===== config.mk =====
export PLATFORM = sky130hd
export DESIGN_NAME = spi_word_tx
export DESIGN_NICKNAME = d
export VERILOG_FILES = /design/src/rtl/spi_word_tx.sv
export SDC_FILE = /design/constraint.sdc
export NUM_CORES = 1
export LEC_CHECK = 0
export BUFFER_PORTS_ARGS = -buffer_cell sky130_fd_sc_hd__clkbuf_2
export CAP_MARGIN = 20
export CORE_MARGIN = 3
export CORE_UTILIZATION = 30
export DETAILED_ROUTE_END_ITERATION = 6
export GPL_TIMING_DRIVEN = 0
export PLACE_DENSITY = 0.56
export RECOVER_POWER = 50
export SETUP_SLACK_MARGIN = 0.15
export SLEW_MARGIN = 40
export SYNTH_ARGS = -nofsm -noshare
export SYNTH_HDL_FRONTEND = slang
export SYNTH_SLANG_ARGS = --single-unit

===== constraint.sdc =====
create_clock -name clk -period 2.4 [get_ports clk]
set_clock_uncertainty 0.1 [all_clocks]
set_input_delay 0.36 -clock clk [delete_from_list [all_inputs] [get_ports clk]]
set_output_delay 0.36 -clock clk [all_outputs]
set_load 0.01 [all_outputs]

===== src/rtl/spi_word_tx.sv =====
// SPI mode-0 word transmitter: takes one N-bit word over valid/ready and shifts it
// out on cs_n/sclk/sdo, one word per chip-select frame, then pulses o_done.
module spi_word_tx #(
    parameter int N         = 32,
    parameter int CLK_DIV   = 4,
    parameter bit MSB_FIRST = 1'b1
) (
    input  logic         clk,
    input  logic         rst,
    input  logic [N-1:0] i_data,
    input  logic         i_valid,
    output logic         i_ready,
    output logic         busy,
    output logic         o_done,
    output logic         cs_n,
    output logic         sclk,
    output logic         sdo
);

    localparam int BIT_W = $clog2(N + 1);
    localparam int DIV_W = (CLK_DIV > 1) ? $clog2(CLK_DIV) : 1;
    localparam logic [BIT_W-1:0] LAST_BIT = BIT_W'(N - 1);
    localparam logic [DIV_W-1:0] DIV_LAST = DIV_W'(CLK_DIV - 1);

    typedef enum logic [1:0] {
        ST_IDLE  = 2'd0,
        ST_SHIFT = 2'd1,
        ST_DONE  = 2'd2
    } state_e;

    if (N < 1 || CLK_DIV < 1) begin : g_param_check
        $error("spi_word_tx: N and CLK_DIV must both be >= 1");
    end

    state_e             state_q, state_d;
    logic [N-1:0]       shreg_q, shreg_d;
    logic [BIT_W-1:0]   bit_cnt_q, bit_cnt_d;
    logic [DIV_W-1:0]   div_cnt_q, div_cnt_d;
    logic               cs_n_q, cs_n_d;
    logic               sclk_q, sclk_d;
    logic               sdo_q, sdo_d;
    logic               o_done_q, o_done_d;
    logic [N-1:0]       shreg_shift_s;

    // Bit that goes on the wire first for a given shift-register content.
    function automatic logic lead_bit(input logic [N-1:0] w);
        if (MSB_FIRST) begin
            lead_bit = w[N-1];
        end else begin
            lead_bit = w[0];
        end
    endfunction

    assign i_ready = (state_q == ST_IDLE) & rst;
    assign busy    = (state_q != ST_IDLE);
    assign o_done  = o_done_q;
    assign cs_n    = cs_n_q;
    assign sclk    = sclk_q;
    assign sdo     = sdo_q;

    // Shift register advanced by one bit in the transmit direction.
    always_comb begin
        shreg_shift_s = shreg_q;
        if (MSB_FIRST) begin
            shreg_shift_s = shreg_q << 1'b1;
        end else begin
            shreg_shift_s = shreg_q >> 1'b1;
        end
    end

    // Next-state and output logic of the frame sequencer.
    always_comb begin
        state_d   = state_q;
        shreg_d   = shreg_q;
        bit_cnt_d = bit_cnt_q;
        div_cnt_d = div_cnt_q;
        cs_n_d    = cs_n_q;
        sclk_d    = sclk_q;
        sdo_d     = sdo_q;
        o_done_d  = 1'b0;
        case (state_q)
            ST_IDLE: begin
                sclk_d = 1'b0;
                cs_n_d = 1'b1;
                if (i_valid && i_ready) begin
                    shreg_d   = i_data;
                    cs_n_d    = 1'b0;
                    sdo_d     = lead_bit(i_data);
                    bit_cnt_d = '0;
                    div_cnt_d = '0;
                    state_d   = ST_SHIFT;
                end else begin
                    state_d = ST_IDLE;
                end
            end
            ST_SHIFT: begin
                if (div_cnt_q == DIV_LAST) begin
                    div_cnt_d = '0;
                    sclk_d    = ~sclk_q;
                    // Only the falling sclk edge moves data; rising is the sample point.
                    if (sclk_q) begin
                        bit_cnt_d = bit_cnt_q + BIT_W'(1);
                        if (bit_cnt_q == LAST_BIT) begin
                            state_d  = ST_DONE;
                            sdo_d    = 1'b0;
                            cs_n_d   = 1'b1;
                            o_done_d = 1'b1;
                        end else begin
                            shreg_d = shreg_shift_s;
                            sdo_d   = lead_bit(shreg_shift_s);
                        end
                    end else begin
                        bit_cnt_d = bit_cnt_q;
                    end
                end else begin
                    div_cnt_d = div_cnt_q + DIV_W'(1);
                end
            end
            ST_DONE: begin
                sclk_d  = 1'b0;
                cs_n_d  = 1'b1;
                sdo_d   = 1'b0;
                state_d = ST_IDLE;
            end
            default: begin
                sclk_d  = 1'b0;
                cs_n_d  = 1'b1;
                sdo_d   = 1'b0;
                state_d = ST_IDLE;
            end
        endcase
    end

    // State and output registers; reset drops everything to idle at once.
    always_ff @(posedge clk or negedge rst) begin
        if (!rst) begin
            state_q   <= ST_IDLE;
            shreg_q   <= '0;
            bit_cnt_q <= '0;
            div_cnt_q <= '0;
            cs_n_q    <= 1'b1;
            sclk_q    <= 1'b0;
            sdo_q     <= 1'b0;
            o_done_q  <= 1'b0;
        end else begin
            state_q   <= state_d;
            shreg_q   <= shreg_d;
            bit_cnt_q <= bit_cnt_d;
            div_cnt_q <= div_cnt_d;
            cs_n_q    <= cs_n_d;
            sclk_q    <= sclk_d;
            sdo_q     <= sdo_d;
            o_done_q  <= o_done_d;
        end
    end

endmodule


==> qor.yml <==
async_reset_ff_share_pct: 100
holdCritPathClass: "primary input to asynchronous set/reset pin"
syn_nets: 211
grt_pass1_wl_microns: 7570
cts-root-buf: "clkbuf_8"
die-area_sq_um: 8880
finalCritPeriodShare_pct: 84.8
fillers: 748
synth_cells: 174
final_core_util_pct: 37.5
max-slew-margin-rel_pct: 54.2
grt_max_degree: 51
gp_congestion: 0.782
yosysUniqueCellTypes: 38
cts_buffers: 5
synth_ff_type: "dfrtp_1"
setup_tns_ns: 0
cts_setup_buffers: 0
leakage_nw: 1.28
totalWireLength_microns: 4300
yosysSeqAreaShare_pct: 48.3
syn_area_sq_um: 2330
finalWorstSetupSlack_ns: 0.365
clkTransAtPathRegs_ns: 0.09
initial_core_util_pct: 31.5
startpoint_type: "flip-flop"
postRouteAntennaNets: 0
post_cts_resized: 0
pre_cts_ws_ns: 0.0355
drc_errors: 0
drt_iter0_drc: 105
synth_seq_cells: 45
finalPower_w: 0.00147
cts_tree: "yes"
status: "complete, no violations"
rsz0062_at_grt: "no"
avgViaCountPerCell: 4.77
synth_edf_count: 0
diodes: 0
h-tree-depth: 2
ys_warn_count: 0
powerDensity_nw_per_um2: 531
final_cell_mix: "mux2_2, dfrtp_1, clkbuf_2"
rows: 31
drive_gt1_share_pct: 54.5
place_inst: 313
coreArea_sq_um: 7410
layout_commonest_cell: "mux2_2"
maxCapViolCount: 0
dp_hpwl_microns: 3040
cp.required_ns: 1.94
ioPinCount: 41
fmax_mhz: 491
syn_avg_cell_area_sq_um: 13.4
vdd_ir_drop_max_v: 0.000205
die_height_microns: 94.2
setup_viol: 0
fin_crit_ns: 2.04
die_x_microns: 94.2
postCtsHoldBufs: 0
cts_sinks: 45
tightest_slew_ns: 0.687
critPathCaptureType: "output port"
wl_per_cell_microns: 13.4
syn2layout_area_growth_pct: 18.9
slew_violations: 0
num_vias: 1530
arrival_ns: 1.58
synth_top_area_cell: "dfrtp_1"
clk_latency_ns: 0.30
fin_cells: 321
cts_buffer_depth: 2
grt_pass1_vias: 1603
crit_type: "flip-flop to output port"
cp_max_fo: 10
gr-total-overflow: 0
synth_area_leaders: "dfrtp_1, mux2_2, buf_6"
drtPass1Iterations: 4
yosys.area.top_type_share_pct: 47.2
io_buffers: 40
hold_viol: 0
nets: 258
antenna_found_initial: 0
grt_usage_pct: 10.9
critical path, cell delays in order (launching register included):
cell and delay [ns]:
dfrtp_1 0.49, buf_2 0.23, or2_2 0.33, nor2_1 0.09, clkbuf_2 0.13
synth_stat cells, types with 2 or more instances:
cell type and instances:
mux2_2 60, ha_1 2, nor4_1 2, nand2_1 9, o211ai_1 3, nand3_1 7, nor2_1 3, dfrtp_1 44
inv_1 4, buf_2 2, a22o_1 3, buf_6 6, o21ai_0 4
worst paths after layout:
check                              from           to  slack [ns]  depth (start not counted)
max                          state_q[0]      i_ready        0.36                          4
max reg2reg                div_cnt_q[0]  shreg_q[14]        0.44                          6
max in group asynchronous           rst   shreg_q[5]        1.73                          1
min reg2reg                 shreg_q[27]  shreg_q[27]        0.39                          1
min in group clk             i_data[31]          sdo        0.17                          3
min                                 rst       o_done        0.02                          1
cell type report:
| cell class | count | area (sq um) | share of cell area, % |
|---|---|---|---|
| Timing Repair Buffer | 40 | 200 | 7.21 |
| Multi-Input combinational cell | 116 | 1110 | 40.0 |
| Clock inverter | 1 | 30.0 | 1.08 |
| Sequential cell | 45 | 1130 | 40.6 |
| Clock buffer | 7 | 86.3 | 3.11 |
| Buffer | 9 | 82.6 | 2.98 |
| Tap cell | 99 | 124 | 4.46 |
| Inverter | 4 | 15.0 | 0.541 |
flip-flops by register name, indices dropped and copies added, names as in the netlist:
name	count
div_cnt_q	2
bit_cnt_q	6
cs_n	1
sdo	1
sclk	1
o_done	1
shreg_q	31
state_q	2
cell families (layout without fill, tap and decap cells):
family          count (synthesis)  after routing  share of synthesized area, %
compound gates                 17             17                          5.84
xor+xnor                        1              1                         0.375
fa+ha+maj                       2              2                          1.07
buf+inv                        13             61                          4.18
flops                          45             45                          48.3
mux                            62             62                          29.9
simple gates                   34             34                          10.4
per-layer routing:
metal | wire length, microns | GRT usage (%)
met5 | 0 | 0
met4 | 111 | 4.33
met3 | 240 | 3.37
met2 | 1930 | 17.0
met1 | 2020 | 14.1
per-stage QoR:
step / area [sq um] / hold slack [ns]
2_1_floorplan: 2330 / -0.0356
3_3_place_gp: 2660 / 0.372
3_5_place_dp: 2660 / 0.377
4_1_cts: 2780 / 0.0540
5_1_grt: 2780 / 0.0861
6_report: 2780 / 0.0212
where the power goes:
| group | internal (W) | total (W) | switching, W |
|---|---|---|---|
| Sequential | 0.000780 | 0.000790 | 0.0000101 |
| Combinational | 0.0000503 | 0.0000839 | 0.0000336 |
| Clock | 0.000340 | 0.000600 | 0.000260 |
| Total | 0.00117 | 0.00147 | 0.000304 |
Note: power is estimated with default switching activity, not from simulation.
